**config.mk**
```make
export PLATFORM = sky130hd
export DESIGN_NAME = alu_arbiter
export DESIGN_NICKNAME = d
export VERILOG_FILES = /design/src/rtl/alu_pkg.sv /design/src/rtl/alu_arbiter_rr_arb2.sv /design/src/rtl/alu_arbiter.sv
export SDC_FILE = /design/constraint.sdc
export NUM_CORES = 1
export LEC_CHECK = 0
export CORE_ASPECT_RATIO = 1.4
export CORE_MARGIN = 3
export CORE_UTILIZATION = 36
export DETAILED_ROUTE_END_ITERATION = 12
export PLACE_DENSITY = 0.77
export SYNTH_ARGS = -nofsm -noshare
export SYNTH_HDL_FRONTEND = slang
export SYNTH_SLANG_ARGS = --single-unit
```
**constraint.sdc**
```tcl
create_clock -name clk -period 1.4 [get_ports clk]
set_input_delay 0.28 -clock clk [delete_from_list [all_inputs] [get_ports clk]]
set_output_delay 0.28 -clock clk [all_outputs]
set_load 0.005 [all_outputs]
```
**src/rtl/alu_pkg.sv**
```systemverilog
// Shared opcodes and FSM encoding for the ALU arbiter.
package alu_pkg;

    localparam int unsigned OPW = 6;
    localparam logic [OPW-1:0] OP_ADD = 6'b100000;
    localparam logic [OPW-1:0] OP_SUB = 6'b100010;

    typedef enum logic [1:0] {
        IDLE = 2'd0,
        EXEC = 2'd1,
        RESP = 2'd2
    } state_t;

    function automatic logic is_alu_op(input logic [OPW-1:0] op);
        return (op == OP_ADD) || (op == OP_SUB);
    endfunction

endpackage

```
**src/rtl/alu_arbiter_rr_arb2.sv**
```systemverilog
// Two-input round-robin arbiter; ptr names the requester preferred on contention.
module rr_arb2 (
    input  logic       clk,
    input  logic       rst,
    input  logic [1:0] req,
    input  logic       advance,
    output logic [1:0] grant
);

    logic ptr;

    always_comb begin
        grant = '0;
        if (req == 2'b11) grant = ptr ? 2'b10 : 2'b01;
        else              grant = req;
    end

    // Granting 0 hands preference to 1 and vice versa.
    always_ff @(posedge clk or negedge rst) begin
        if (!rst)         ptr <= 1'b0;
        else if (advance) ptr <= grant[0];
    end

endmodule

```
**src/rtl/alu_arbiter.sv**
```systemverilog
// Shares one combinational ALU between two requesters with round-robin arbitration.
// Optional: ALU_OPCODE_CHECK_EN rejects non-ADD/SUB opcodes without using the ALU.
module alu_arbiter
    import alu_pkg::*;
#(
    parameter int unsigned WIDTH = 32
) (
    input  logic             clk,
    input  logic             rst,
    input  logic [1:0]       req_valid,
    output logic [1:0]       req_ready,
    input  logic [WIDTH-1:0] req0_in1,
    input  logic [WIDTH-1:0] req0_in2,
    input  logic [5:0]       req0_opcode,
    input  logic [WIDTH-1:0] req1_in1,
    input  logic [WIDTH-1:0] req1_in2,
    input  logic [5:0]       req1_opcode,
    output logic             resp_valid,
    input  logic             resp_ready,
    output logic             resp_id,
    output logic [WIDTH-1:0] resp_out,
    output logic             resp_zero,
    output logic             resp_err,
    output logic [WIDTH-1:0] alu_in1,
    output logic [WIDTH-1:0] alu_in2,
    output logic [5:0]       alu_opcode,
    input  logic [WIDTH-1:0] alu_out,
    input  logic             alu_zero
);

    state_t          state, state_nxt;
    logic [1:0]      grant;
    logic            granted, gid, id_q, op_ok, err_q;
    logic [WIDTH-1:0] sel_in1, sel_in2;
    logic [5:0]      sel_op;

    rr_arb2 u_arb (
        .clk     (clk),
        .rst     (rst),
        .req     ((state == IDLE) ? req_valid : 2'b00),
        .advance (granted),
        .grant   (grant)
    );

    assign granted   = |grant;
    assign gid       = grant[1];
    assign req_ready = grant;
    assign resp_err  = err_q;
    assign sel_in1   = gid ? req1_in1    : req0_in1;
    assign sel_in2   = gid ? req1_in2    : req0_in2;
    assign sel_op    = gid ? req1_opcode : req0_opcode;

`ifdef ALU_OPCODE_CHECK_EN
    assign op_ok = is_alu_op(sel_op);
`else
    assign op_ok = 1'b1;
`endif

    always_ff @(posedge clk or negedge rst) begin
        if (!rst) state <= IDLE;
        else      state <= state_nxt;
    end

    always_comb begin
        state_nxt = state;
        case (state)
            IDLE:    if (granted) state_nxt = op_ok ? EXEC : RESP;
            EXEC:    state_nxt = RESP;
            RESP:    if (resp_ready) state_nxt = IDLE;
            default: state_nxt = IDLE;
        endcase
    end

    always_ff @(posedge clk or negedge rst) begin
        if (!rst) begin
            id_q       <= 1'b0;
            alu_in1    <= '0;
            alu_in2    <= '0;
            alu_opcode <= '0;
            resp_valid <= 1'b0;
            resp_id    <= 1'b0;
            resp_out   <= '0;
            resp_zero  <= 1'b0;
            err_q      <= 1'b0;
        end else begin
            case (state)
                IDLE: if (granted) begin
                    id_q <= gid;
                    if (op_ok) begin
                        alu_in1    <= sel_in1;
                        alu_in2    <= sel_in2;
                        alu_opcode <= sel_op;
                    end else begin
                        // Rejected opcode: answer directly, ALU registers untouched.
                        resp_valid <= 1'b1;
                        resp_id    <= gid;
                        resp_out   <= '0;
                        resp_zero  <= 1'b1;
                        err_q      <= 1'b1;
                    end
                end
                EXEC: begin
                    resp_valid <= 1'b1;
                    resp_id    <= id_q;
                    resp_out   <= alu_out;
                    resp_zero  <= alu_zero;
                    err_q      <= 1'b0;
                end
                RESP: if (resp_ready) resp_valid <= 1'b0;
                default: ;
            endcase
        end
    end

endmodule

```
Word-level counts from Yosys, hierarchy flattened
Index checks and enable logic that the tools add are counted.
- equality and inequality tests: 5
- muxes and demuxes: 11
- reduce and logical (&&, ||, !) cells: 6
- operators with widths (operator ; count):
    two-way mux 32 bit ; 2
    two-way mux 2 bit ; 5
    two-way mux 6 bit ; 1
    one-hot mux 2 bit (3 select lines) ; 1
    AND reduction 2 bit ; 3
    equality test 2 bit, second input constant ; 2
    inequality test 2 bit, second input constant ; 2
    equality test 2 x 1 -> 1 bit, second input constant ; 1
    zero test 2 bit ; 1
    one-hot mux 1 bit (2 select lines) ; 1
    nonzero test 2 bit ; 1
    OR reduction 2 bit ; 1
    two-way mux 1 bit ; 1
- bits in registers: 109
- output and inout port bits: 108
- logic and storage cells: 32

Longest topological paths before layout
Gate-level depths: netlist (run 1).
- depth after elaboration: 7
- mapped depth: 6

Hierarchy
From an unflattened synthesis (run 1), not the netlist that was laid out.
- cell total of the unflattened synthesis: 409
- area total of the unflattened synthesis: 5186.2 um^2
- by module, submodules not included (module ; instances ; cells an instance ; area each (um^2) ; seq. area each (um^2)):
    alu_arbiter ; 1 ; 404 ; 5123.7 ; 2702.6
    rr_arb2 ; 1 ; 5 ; 62.6 ; 25.0

Least setup slack after synthesis (run 1)
OpenSTA, ideal clock, no wires.
- path kind: reg-to-output
- from: register state[1]
- to: output req_ready[1]
- data arrival time: 1149 ps
- required time: 1120 ps
- setup slack: -29 ps
- stages on the path, launching flop included: 5
- buffers on the path: 2
- cells stage by stage: dfrtp_1 nor2_2 and3_1 buf_6 buf_6
- word-level cells in the longest chain between the ends: 4
- RTL lines (what ; RTL line ; RTL):
    start, declared ; alu_arbiter.sv:31 ; state_t state, state_nxt;
    start signal, assigned ; alu_arbiter.sv:61 ; else state <= state_nxt;
    zero test 2 bit * ; alu_arbiter.sv:40 ; .req ((state == IDLE) ? req_valid : 2'b00),
    two-way mux 2 bit * ; alu_arbiter.sv:40 ;
    equality test 2 bit ; alu_arbiter_rr_arb2.sv:14 ; if (req == 2'b11) grant = ptr ? 2'b10 : 2'b01;
    two-way mux 2 bit * ; alu_arbiter_rr_arb2.sv:14 ;
    end, declared ; alu_arbiter.sv:11 ; output logic [1:0] req_ready,
Mark *: on every way between the ends. The rest lies on a longest branch, timed or not.

Worst setup path after layout (run 1)
- from: register state[1]
- to: output req_ready[0]
The elaborated chain is that of the path after synthesis.

==> metrics.txt, run 1 <==
status=complete, but fails checks; failing checks=setup timing; max-cap viol count=0; largest net degree at the start of global routing=71; Detail Route Antenna Nets=0; top cells by count, synth=109 x dfrtp_1, 72 x inv_1, 71 x o21ai_0; Layout area overhead=65.5%; top post-synthesis cells by area=dfrtp_1 50%, o311ai_2 12%, nand4_1 8.0%, mux2_2 7.0%, o21ai_0 6.5%; DR DRC count=0; # clock sinks=109; Hold Vio Cnt, Final=0; internal power=0.0113 W; setup_tns=-9600 ps; syn_area_per_cell=10.9 µm²; routed len/inst=19.5 µm; Slew Limit Fails=0; Top Ports=286; initial antenna violation count=2; combinational share of power=53.4%; die height=152 µm; TritonCTS clock tree=yes; crit share post-route=113%; Root Buffer=clkbuf_16; worst-margin pin slew=566 ps; Sw Ratio=36.8%; CP endpoint kind=output pin; Detail Placement HPWL=13500 µm; P_sw=0.00655 W; top_reg_cell synth=dfrtp_1; CP Launch Type=flip-flop; pwr dens=1970 nW/µm²; fmax=0.629 GHz; Multi-input gate area=2370 µm²; post-place instance area=8600 µm²; CP arrival=1310 ps; hold crit path type=primary input to asynchronous set/reset pin; Inst Count DP=942; CP most frequent cell=buf_6; DR pass1 iterations=4; largest area contributor in the netlist=dfrtp_1; total CTS buffers=9; unrepaired setup endpoints after global routing=true; grt total ovfl=0; sequential share of power=31.6%; Crit-path slowest cell=dfrtp_1; Post-Syn Area=5470 µm²; Leakage=3.89 nW; FP Rows=52; FILL cells=1229; register area=2730 µm²; final std cells w/o fill=961; GR Util All Layers=21.3%; worst-path cell chain=nor2_4 > buf_6 > and3_4 > buf_6; clock skew=10.6 ps; RD Place Congestion=0.809; initial core utilization=37.3%; Final setup viols=93; CP startpoint=state[1]$_DFFE_PN0P_; #FFs+latches synth=109; Yosys cell types=22; Setup Crit Path Kind=flip-flop to output pin; overall power=0.0178 W; vias in the first global route=5403; Die X-Extent=110 µm; synthesized instance count=500; Yosys top cell area share=49.9%; Clock Power Share=15.0%; first-pass GRT wire length=28200 µm; Clock transition at path regs=80 ps; Min Clock Period, post-route=1590 ps; final instance area=9050 µm²; syn nets=678; PnR worst setup slack=-189 ps; vias=5260; Peak VDD IR=1.06 mV; Max FO, Critical Path=2; number of enable flip-flop cells after synthesis=0; Die Area=16700 µm²; CP peak stage delay=410 ps; Core Region=14600 µm²; total routed wirelength=18800 µm; Worst R2R Setup Slack=-160 ps; starting DRC count in detailed routing=262; normalized max-slew margin=62.3%; diode count=0; synth warn=0; CTS Buffer Depth=2; Port-buffer cells=284; most common cell in the netlist=dfrtp_1; worst r2r src=state[1]$_DFFE_PN0P_; sequential fraction of the synthesis area=49.9%; FFs w/ async S/R, synth=100%; CTS H-Tree Depth=3; share of layout cells above drive strength 1=19.8%; nets=945; Clk Latency, worst-skew pair=340 ps; routed vias/inst=5.47; worst endpoint required time=1120 ps
through the flow:
stage               hold WS [ps]  setup slack, ps  util (%)
floorplan                  -15.6            -9.77         -
global placement             196             -597      58.8
detailed placement           197             -703      58.8
CTS                          362             -205      60.8
global route                 390             -242      61.8
finish                       372             -189      61.8
metal layers:
metal	global-route usage (%)	share of wire, %	vias to the layer above
met3	6.28	9.8	30
met5	0	0.12	-
met1	25.1	38	2559
met4	5.75	2.0	4
li1	-	-	2398
met2	37.2	50	269
cell usage in the layout, fill, tap and decap left out, types with 3 or more instances in the layout:
cell	instances
buf_12	10
buf_4	12
clkdlybuf4s50_1	175
buf_6	7
dlygate4sd2_1	104
nand4_1	70
a21o_1	3
o311ai_2	56
o21ai_2	6
mux2_2	34
inv_1	72
o21ai_0	16
o311ai_1	14
clkbuf_16	9
o21ai_1	49
dfrtp_1	109
worst max-delay path, delay by kind of cell, from the launching register on:
| kind | cells | cell delay, ps |
|---|---|---|
| simple gates | 2 | 340 |
| flops | 1 | 410 |
| buf+inv | 2 | 210 |
area by class of cell:
| type | count | share of cell area [%] |
|---|---|---|
| Clock inverter | 6 | 0.871 |
| Tap cell | 189 | 2.61 |
| Clock buffer | 10 | 2.64 |
| Sequential cell | 109 | 30.1 |
| Multi-Input combinational cell | 261 | 26.2 |
| Timing Repair Buffer | 314 | 34.6 |
| Inverter | 72 | 2.99 |
repair_timing:
item                                   CTS  global route
pin swaps                                1             1
resized for setup                      162            47
endpoints found under the hold margin   20             0
hold buffers                             1             0
setup endpoints to repair              214           110
cloned                                   1             0
buffers inserted                         0             1
kinds of logic after synthesis:
| family | share of synthesized area [%] |
|---|---|
| AO/OA/AOI/OAI | 23.7 |
| multiplexers | 7.00 |
| buffers and inverters | 10.3 |
| AND/OR/NAND/NOR | 8.97 |
| flip-flops | 49.9 |
| other | 0.0686 |
power by group through the flow:
stage,logic (W),clock network (W),registers (W)
after floorplan,0.00446,0,0.00574
after global placement,0.00953,0,0.00564
after detailed placement,0.00983,0,0.00571
after CTS,0.00921,0.00275,0.00563
after global routing,0.0103,0.00287,0.00581
final,0.00950,0.00267,0.00563
path summary, 6_finish.rpt:
check / to / cells past startpoint
worst max-delay path: req_ready[0] / 4
worst min-delay path: resp_out[15]$_DFFE_PN0P_ / 2
worst max register to register: alu_in1[0]$_DFFE_PN0P_ / 6
worst min register to register: id_q$_DFFE_PN0P_ / 1
max in group asynchronous: alu_in1[31]$_DFFE_PN0P_ / 3
min in group clk: id_q$_DFFE_PN0P_ / 1
flip-flops by register name (all words and copies together), names as in the netlist:
register,cells
u_arb.ptr,1
resp_id,1
id_q,1
resp_zero,1
resp_out,32
alu_in1,32
alu_opcode,6
resp_valid,1
state,2
alu_in2,32
No activity file was read; power rests on OpenSTA's default activity.
==> inputs of run 2 (changes only) <==
--- a/config.mk
+++ b/config.mk
@@ -8,8 +8,10 @@
 export CORE_ASPECT_RATIO = 1.4
 export CORE_MARGIN = 3
 export CORE_UTILIZATION = 36
+export CTS_CLUSTER_DIAMETER = 80
 export DETAILED_ROUTE_END_ITERATION = 12
 export PLACE_DENSITY = 0.77
+export SLEW_MARGIN = 40
 export SYNTH_ARGS = -nofsm -noshare
 export SYNTH_HDL_FRONTEND = slang
 export SYNTH_SLANG_ARGS = --single-unit
==> results of run 2 <==
The final DEF is identical to that of run 1; final timing and power are the same.
==> inputs of run 3 (changes only) <==
--- a/config.mk
+++ b/config.mk
@@ -11,7 +11,7 @@
 export CTS_CLUSTER_DIAMETER = 80
 export DETAILED_ROUTE_END_ITERATION = 12
 export PLACE_DENSITY = 0.77
-export SLEW_MARGIN = 40
+export SLEW_MARGIN = 10
 export SYNTH_ARGS = -nofsm -noshare
 export SYNTH_HDL_FRONTEND = slang
 export SYNTH_SLANG_ARGS = --single-unit
==> results of run 3 <==
The final DEF is identical to that of run 1; final timing and power are the same.
